File: src/rtl/ysyx_22040237_mcyc_ctrl_pkg.sv
// Shared definitions for the multi-cycle sequencer: state encoding,
// halt codes and the default memory timeout.
package ysyx_22040237_mcyc_ctrl_pkg;

  localparam logic [3:0] ST_RST     = 4'd0;
  localparam logic [3:0] ST_IF_REQ  = 4'd1;
  localparam logic [3:0] ST_IF_WAIT = 4'd2;
  localparam logic [3:0] ST_ID      = 4'd3;
  localparam logic [3:0] ST_EX      = 4'd4;
  localparam logic [3:0] ST_LS_REQ  = 4'd5;
  localparam logic [3:0] ST_LS_WAIT = 4'd6;
  localparam logic [3:0] ST_WB      = 4'd7;
  localparam logic [3:0] ST_HALT    = 4'd8;

  typedef enum logic [3:0] {
    S_RST     = ST_RST,
    S_IF_REQ  = ST_IF_REQ,
    S_IF_WAIT = ST_IF_WAIT,
    S_ID      = ST_ID,
    S_EX      = ST_EX,
    S_LS_REQ  = ST_LS_REQ,
    S_LS_WAIT = ST_LS_WAIT,
    S_WB      = ST_WB,
    S_HALT    = ST_HALT
  } state_e;

  localparam logic [1:0] HALT_NONE    = 2'b00;
  localparam logic [1:0] HALT_EBREAK  = 2'b01;
  localparam logic [1:0] HALT_INVALID = 2'b10;
  localparam logic [1:0] HALT_TIMEOUT = 2'b11;

  localparam int TIMEOUT_CYC_DEF = 1024;

endpackage

File: src/rtl/ysyx_22040237_mcyc_ctrl_wait_timer.sv
// Memory-wait timer: cleared when a request phase starts, counts stalled
// wait cycles and saturates at its last value, which flags expiry.
module ysyx_22040237_wait_timer
  import ysyx_22040237_mcyc_ctrl_pkg::*;
#(
  parameter int TIMEOUT_CYC = TIMEOUT_CYC_DEF,
  parameter int TO_W        = 11
) (
  input  logic clk_i,
  input  logic rst_i,
  input  logic clr_i,
  input  logic inc_i,
  output logic expired_o
);

  localparam logic [TO_W-1:0] LAST = TO_W'(TIMEOUT_CYC - 1);
  localparam logic [TO_W-1:0] ONE  = TO_W'(1);

  logic [TO_W-1:0] cnt_q;
  logic [TO_W-1:0] cnt_d;

  // Next count: clear wins over increment, and the count never passes LAST.
  always_comb begin
    cnt_d = cnt_q;
    if (clr_i) begin
      cnt_d = '0;
    end else if (inc_i && (cnt_q != LAST)) begin
      cnt_d = cnt_q + ONE;
    end else begin
      cnt_d = cnt_q;
    end
  end

  // Counter register.
  always_ff @(posedge clk_i) begin
    if (rst_i) begin
      cnt_q <= '0;
    end else begin
      cnt_q <= cnt_d;
    end
  end

  assign expired_o = (cnt_q == LAST);

endmodule

File: src/rtl/ysyx_22040237_mcyc_ctrl.sv
// Multi-cycle NPC sequencer (fetch/decode/execute/load-store/write-back).
// Optional performance counters are enabled with YSYX_22040237_PERF_CNT_EN.
module ysyx_22040237_mcyc_ctrl
  import ysyx_22040237_mcyc_ctrl_pkg::*;
#(
  parameter int TIMEOUT_CYC = TIMEOUT_CYC_DEF,
  parameter int TO_W        = 11
) (
  input  logic        clk,
  input  logic        rst,
  output logic        ifu_req_valid,
  input  logic        ifu_req_ready,
  input  logic        ifu_rsp_valid,
  output logic        ifu_rsp_ready,
  input  logic        dec_is_mem,
  input  logic        dec_ebreak,
  input  logic        dec_invalid,
  output logic        lsu_req_valid,
  input  logic        lsu_req_ready,
  input  logic        lsu_rsp_valid,
  output logic        lsu_rsp_ready,
  output logic        ir_we,
  output logic        exu_en,
  output logic        rf_we_en,
  output logic        pc_we,
  output logic        halt,
  output logic [1:0]  halt_code
`ifdef YSYX_22040237_PERF_CNT_EN
  ,
  output logic [63:0] perf_cycle,
  output logic [63:0] perf_instret
`endif
);

  state_e     state_q, state_d;
  logic [1:0] code_q, code_d;
  logic       tmr_clr_s, tmr_inc_s, tmr_expired_s;
  logic       wb_s;

  ysyx_22040237_wait_timer #(
    .TIMEOUT_CYC (TIMEOUT_CYC),
    .TO_W        (TO_W)
  ) u_wait_timer (
    .clk_i     (clk),
    .rst_i     (rst),
    .clr_i     (tmr_clr_s),
    .inc_i     (tmr_inc_s),
    .expired_o (tmr_expired_s)
  );

  // Next-state and Moore step outputs; a response always beats a timeout.
  always_comb begin
    state_d       = state_q;
    code_d        = code_q;
    ifu_req_valid = 1'b0;
    ifu_rsp_ready = 1'b0;
    lsu_req_valid = 1'b0;
    lsu_rsp_ready = 1'b0;
    ir_we         = 1'b0;
    exu_en        = 1'b0;
    wb_s          = 1'b0;
    tmr_inc_s     = 1'b0;
    case (state_q)
      S_RST: state_d = S_IF_REQ;
      S_IF_REQ: begin
        ifu_req_valid = 1'b1;
        if (ifu_req_ready) state_d = S_IF_WAIT;
        else               state_d = S_IF_REQ;
      end
      S_IF_WAIT: begin
        ifu_rsp_ready = 1'b1;
        if (ifu_rsp_valid) begin
          ir_we   = 1'b1;
          state_d = S_ID;
        end else if (tmr_expired_s) begin
          state_d = S_HALT;
          code_d  = HALT_TIMEOUT;
        end else begin
          tmr_inc_s = 1'b1;
        end
      end
      S_ID: begin
        if (dec_invalid) begin
          state_d = S_HALT;
          code_d  = HALT_INVALID;
        end else if (dec_ebreak) begin
          state_d = S_HALT;
          code_d  = HALT_EBREAK;
        end else begin
          state_d = S_EX;
        end
      end
      S_EX: begin
        exu_en = 1'b1;
        if (dec_is_mem) state_d = S_LS_REQ;
        else            state_d = S_WB;
      end
      S_LS_REQ: begin
        lsu_req_valid = 1'b1;
        if (lsu_req_ready) state_d = S_LS_WAIT;
        else               state_d = S_LS_REQ;
      end
      S_LS_WAIT: begin
        lsu_rsp_ready = 1'b1;
        if (lsu_rsp_valid) begin
          state_d = S_WB;
        end else if (tmr_expired_s) begin
          state_d = S_HALT;
          code_d  = HALT_TIMEOUT;
        end else begin
          tmr_inc_s = 1'b1;
        end
      end
      S_WB: begin
        wb_s    = 1'b1;
        state_d = S_IF_REQ;
      end
      S_HALT:  state_d = S_HALT;
      default: state_d = S_RST;
    endcase
    tmr_clr_s = (state_d == S_IF_REQ) || (state_d == S_LS_REQ);
  end

  // A reset arriving during WB must suppress the architectural writes at once.
  assign rf_we_en  = wb_s & ~rst;
  assign pc_we     = wb_s & ~rst;
  assign halt      = (state_q == S_HALT);
  assign halt_code = code_q;

  // State and sticky halt-code registers.
  always_ff @(posedge clk) begin
    if (rst) begin
      state_q <= S_RST;
      code_q  <= HALT_NONE;
    end else begin
      state_q <= state_d;
      code_q  <= code_d;
    end
  end

`ifdef YSYX_22040237_PERF_CNT_EN
  logic [63:0] cycle_q, instret_q;

  // Cycle and retired-instruction counters, frozen once halted.
  always_ff @(posedge clk) begin
    if (rst) begin
      cycle_q   <= 64'd0;
      instret_q <= 64'd0;
    end else if (state_q != S_HALT) begin
      cycle_q   <= cycle_q + 64'd1;
      instret_q <= instret_q + {63'd0, wb_s};
    end else begin
      cycle_q   <= cycle_q;
      instret_q <= instret_q;
    end
  end

  assign perf_cycle   = cycle_q;
  assign perf_instret = instret_q;
`endif

endmodule

File: config.mk
export PLATFORM = sky130hd
export DESIGN_NAME = ysyx_22040237_mcyc_ctrl
export DESIGN_NICKNAME = d
export VERILOG_FILES = /design/src/rtl/ysyx_22040237_mcyc_ctrl_pkg.sv /design/src/rtl/ysyx_22040237_mcyc_ctrl_wait_timer.sv /design/src/rtl/ysyx_22040237_mcyc_ctrl.sv
export SDC_FILE = /design/constraint.sdc
export NUM_CORES = 1
export LEC_CHECK = 0
export BUFFER_PORTS_ARGS = -buffer_cell sky130_fd_sc_hd__buf_2
export CAP_MARGIN = 20
export CORE_MARGIN = 2
export CORE_UTILIZATION = 30
export CTS_CLUSTER_DIAMETER = 30
export DETAILED_ROUTE_END_ITERATION = 7
export PLACE_DENSITY = 0.55
export SYNTH_ARGS = -nofsm -noshare
export SYNTH_HDL_FRONTEND = slang
export SYNTH_SLANG_ARGS = --single-unit
File: constraint.sdc
create_clock -name clk -period 3.8 [get_ports clk]
set_clock_uncertainty 0.1 [all_clocks]
set_input_delay 0.19 -clock clk [delete_from_list [all_inputs] [get_ports clk]]
set_output_delay 0.19 -clock clk [all_outputs]
set_load 0.1 [all_outputs]
* After elaboration in Yosys (flattened, before gate mapping)
Cells that the tools add are included.
Cells by class: $add $sub $neg 1, equal/unequal tests 15, mux-type cells 27, bitwise logic cells 2, reduce and logical (&&, ||, !) cells 7
Operators by type and width (number):
- case mux 4 bit (8 select lines) | 1
- equality test 4 x 3 -> 1 bit, second input constant | 5
- 2-to-1 mux 4 bit | 5
- 2-to-1 mux 2 bit | 8
- adder 11 x 1 -> 11 bit, second input constant | 1
- equality test 11 x 10 -> 1 bit, second input constant | 1
- 2-to-1 mux 1 bit | 11
- inequality test 11 x 10 -> 1 bit, second input constant | 1
- equality test 4 x 1 -> 1 bit, second input constant | 2
- equality test 4 x 2 -> 1 bit, second input constant | 2
- case mux 2 bit (3 select lines) | 1
- equality test 4 bit, second input constant | 1
- zero test 4 bit | 1
- inequality test 2 bit, second input constant | 2
- AND reduction 4 bit | 1
- OR reduction 2 bit | 2
- inequality test 3 bit, second input constant | 1
- nonzero test 3 bit | 1
- case mux 1 bit (2 select lines) | 1
- AND 1 bit | 1
- logical AND 1 bit | 1
- logical OR 1 bit | 1
- NOT 1 bit | 1
Storage, ports and cells: register bits after elaboration 17, output and inout bits 11, logic and storage cells 55

* Logic depth before layout (Yosys ltp)
depth in word-level cells 7, gate-level depth with buffers 8, depth with buffers taken out 6

* Cells and area by module
From an unflattened synthesis, not the netlist that was laid out.
Second synthesis, totals: cells, all modules 134, area total of the unflattened synthesis 1167.4 µm²
By module, submodules not included:
- ysyx_22040237_wait_timer | instances 1, cells an instance 69, area an instance 630.6 µm²
- ysyx_22040237_mcyc_ctrl | instances 1, cells an instance 65, area an instance 536.8 µm²

* Least setup slack after synthesis
No wires, ideal clock.
path kind register to register, from reg state_q[3], to reg u_wait_timer.cnt_q[1], library setup time 0.066 ns, arrival 4.404 ns, required time 3.634 ns, path slack -0.770 ns, stages on the path, launching flop included 8, path through dfxtp_1 clkbuf_1 nor4b_1 nand2_1 o311ai_1 o31ai_4 buf_6 a21oi_2
On the way: cells in the longest elaborated chain, start to end 6, elaborated cells on any way between the ends 20
RTL lines:
- from (decl) | line ysyx_22040237_mcyc_ctrl.sv:35 | state_e state_q, state_d;
- from (signal assigned) | line ysyx_22040237_mcyc_ctrl.sv:136 | state_q <= state_d;
- equality test 4 x 3 -> 1 bit (tied with other cells) | line ysyx_22040237_mcyc_ctrl.sv:63 | case (state_q)
- OR reduction 2 bit (no source line) (tied with other cells)
- case mux 4 bit (8 select lines) | line ysyx_22040237_mcyc_ctrl.sv:63
- equality test 4 x 1 -> 1 bit or equality test 4 x 3 -> 1 bit (tied branches) | line ysyx_22040237_mcyc_ctrl.sv:121 | tmr_clr_s = (state_d == S_IF_REQ) || (state_d == S_LS_REQ);
- logical OR 1 bit | line ysyx_22040237_mcyc_ctrl.sv:121
- OR reduction 2 bit (no source line)
- to (signal assigned) | line ysyx_22040237_mcyc_ctrl_wait_timer.sv:39 | cnt_q <= cnt_d;
- to (decl) | line ysyx_22040237_mcyc_ctrl_wait_timer.sv:19 | logic [TO_W-1:0] cnt_q;
Several ways; a longest one is shown, not always the timed one. A chain may end at the register's enable or synchronous reset.

* Worst setup path in the final report
from reg u_wait_timer.cnt_q[0], to reg u_wait_timer.cnt_q[6]
On the way: cells in the longest elaborated chain, start to end 7, elaborated cells on any way between the ends 16
RTL lines:
- equality test 11 x 10 -> 1 bit | line ysyx_22040237_mcyc_ctrl_wait_timer.sv:43 | assign expired_o = (cnt_q == LAST);
- 2-to-1 mux 4 bit | line ysyx_22040237_mcyc_ctrl.sv:75, ysyx_22040237_mcyc_ctrl.sv:107
- 2-to-1 mux 4 bit, on equally long branches | line ysyx_22040237_mcyc_ctrl.sv:105, ysyx_22040237_mcyc_ctrl.sv:72
- case mux 4 bit (8 select lines) | line ysyx_22040237_mcyc_ctrl.sv:63
- equality test 4 x 1 -> 1 bit or equality test 4 x 3 -> 1 bit (tied branches) | line ysyx_22040237_mcyc_ctrl.sv:121
- logical OR 1 bit | line ysyx_22040237_mcyc_ctrl.sv:121
- OR reduction 2 bit (no source line)
Several ways; a longest one is shown, not always the timed one.

==> flow_metrics.tcl <==
set metrics [dict create \
    max_stage_delay_ns 0.69 \
    synthCells 125 \
    post_drt_wl_per_cell_microns 11.6 \
    maxSlewViolCount 0 \
    hold_class "in2reg" \
    cts.sinks 17 \
    clockBufferDepth 2 \
    ant_nets 0 \
    async_flop_share 0 \
    power.density_mw_per_mm2 384 \
    die_y_microns 62.3 \
    ff2ff_setup_slack_ns 1.29 \
    rows 21 \
    synth_cell_types 43 \
    via_per_inst 4.95 \
    hold_path_depth 2 \
    setup_viol 0 \
    antenna_cells 0 \
    ir_drop_mv 0.206 \
    wl_microns 2150 \
    worst_slew_pin_slew_ns 0.698 \
    max-cap-violations 0 \
    cts_tree "done" \
    path_clk_slew_ns 0.09 \
    place_congestion 0.829 \
    pin_count 20 \
    core_sq_mm 0.00331 \
    crit_arrival_ns 2.56 \
    synthFlopType "dfxtp_1" \
    postCtsSetupRepairBufs 0 \
    crit_path_max_fanout 11 \
    finalPower_w 0.000444 \
    initial_core_util 0.308 \
    place_hpwl_microns 1700 \
    drive_above_1_share 0.286 \
    syn_nets 135 \
    htree_levels 1 \
    fmax_mhz 398 \
    max-slew-margin-rel 0.534 \
    period_share 0.662 \
    avgSynthCellArea_sq_um 8.17 \
    holdBufCountCts 0 \
    tns_ns 0 \
    ys_seq_area_frac 0.333 \
    post_cts_resized 0 \
    crit_type "reg2reg" \
    yosys.area.top_type "dfxtp_1" \
    power.leakage_nw 0.400 \
    synth_common_cells "dfxtp_1 (17), nand2_1 (13), nor2_1 (9), nor2_2 (9), nor3_1 (7)" \
    insertion_delay_ns 0.28 \
    antenna_found_initial 0 \
    reg2regPathDepth 6 \
    synth_edf_count 0 \
    clock-root-buffer "clkbuf_4" \
    synth_most_common_cell "dfxtp_1" \
    grt_pass1_wl_microns 3880 \
    drt-initial-drc-count 79 \
    cp-end-kind "flip-flop" \
    path_cells "ha_1 > inv_1 > or4b_1 > and2_4 > o31ai_4 > a211oi_1" \
    area_growth_pct 13.2 \
    reg2reg_from "u_wait_timer.cnt_q[0]" \
    synth_seq_cells 17 \
    crit_slowest_cell "or4b_1" \
    track_usage 0.121 \
    detailedPlace.worstSlack_ns 1.27 \
    vias 920 \
    nets 151 \
    first_pass_iters 4 \
    finalWorstPathRequiredPeriod_ns 2.51 \
    grt_pass1_vias 890 \
    hold_start "rst" \
    finalHoldViolations 0 \
    worstPathRequired_ns 3.85 \
    die_w_microns 62.3 \
    crit_family "simple AND/OR/NAND/NOR gates" \
    final_area_sq_mm 0.00116 \
    netlist_area_sq_mm 0.00102 \
    numCtsBuffers 3 \
    synth_top_area_share 0.333 \
    fin_ws_ns 1.29 \
    ys_warn_count 0 \
    port_buffers 19 \
    status "finished clean" \
    rsz0062_at_grt "no" \
    hold_end "halt_code[1]" \
    synthTopCellsByArea "dfxtp_1 (33%), nor2_2 (5.5%), nand2_1 (4.8%)" \
    placed_area_sq_mm 0.00113 \
    drc 0 \
    gr-total-overflow 0 \
    rr_endpoint "u_wait_timer.cnt_q[6]" \
    crit_buf_inv 1 \
    grt_max_degree 14 \
    dieArea_sq_mm 0.00389 \
    critPathLaunchType "flip-flop" \
]
-- cell families after synthesis --
group                    share of synthesized area
AND/OR/NAND/NOR                              0.347
XOR/XNOR                                    0.0601
buffers and inverters                       0.0674
flip-flops                                   0.333
multiplexers                                0.0208
AO/OA/AOI/OAI                                0.159
adder cells (fa/ha/maj)                     0.0123
-- cells in the final DEF, fill, tap and decap left out, types with 2 or more instances in the layout --
cell	instances
a211oi_1	2
a21oi_1	5
and2_1	3
buf_2	19
clkbuf_4	3
dfxtp_1	17
inv_1	5
nand2_1	13
nand2b_1	2
nand3_1	5
nand4_1	2
nor2_1	9
nor2_2	9
nor3_1	7
nor3b_1	2
o21ai_0	5
xnor2_1	3
xor2_1	4
-- stage by stage --
stage / hold WS (ns) / util / cells
after CTS: 0.0205 / 0.349 / 186
after global placement: 0.333 / 0.341 / 182
final: 0.0353 / 0.349 / 186
after floorplan: 0.159 / - / 125
after detailed placement: 0.338 / 0.341 / 182
after global routing: 0.0143 / 0.349 / 186
-- sequential cells by signal, summed over array words and instances (netlist names) --
signal              cells
u_wait_timer.cnt_q     11
state_q                 4
halt_code               2
-- layout make-up --
cell class	instances	area [sq um]
Tap cell	46	57.6
Timing Repair Buffer	19	95.1
Fill cell	371	2150
Clock buffer	4	26.3
Multi-Input combinational cell	95	618
Inverter	5	18.8
Sequential cell	17	340
-- how the worst max path moves through the flow --
stage	slack [ns]	cells past startpoint	from	endpoint
after global placement	1.36	6	u_wait_timer.cnt_q[0]	u_wait_timer.cnt_q[6]
after global routing	1.11	6	u_wait_timer.cnt_q[0]	u_wait_timer.cnt_q[6]
after CTS	1.27	6	u_wait_timer.cnt_q[0]	u_wait_timer.cnt_q[2]
after floorplan	0.04	4	state_q[2]	rf_we_en
after detailed placement	1.27	6	u_wait_timer.cnt_q[0]	u_wait_timer.cnt_q[6]
final	1.29	6	u_wait_timer.cnt_q[0]	u_wait_timer.cnt_q[6]
-- power by group --
part	switching, W	internal, W
logic	0.000109	0.0000382
registers	0.0000166	0.000186
clock network	0.0000539	0.0000408
-- metal layers --
metal	global-route usage	up-vias	wire, microns
met5	0	-	0
met4	0.0306	0	14
met3	0.0507	2	139
met2	0.196	22	997
met1	0.149	432	997
li1	-	464	-
(Power assumes the default switching activity.)
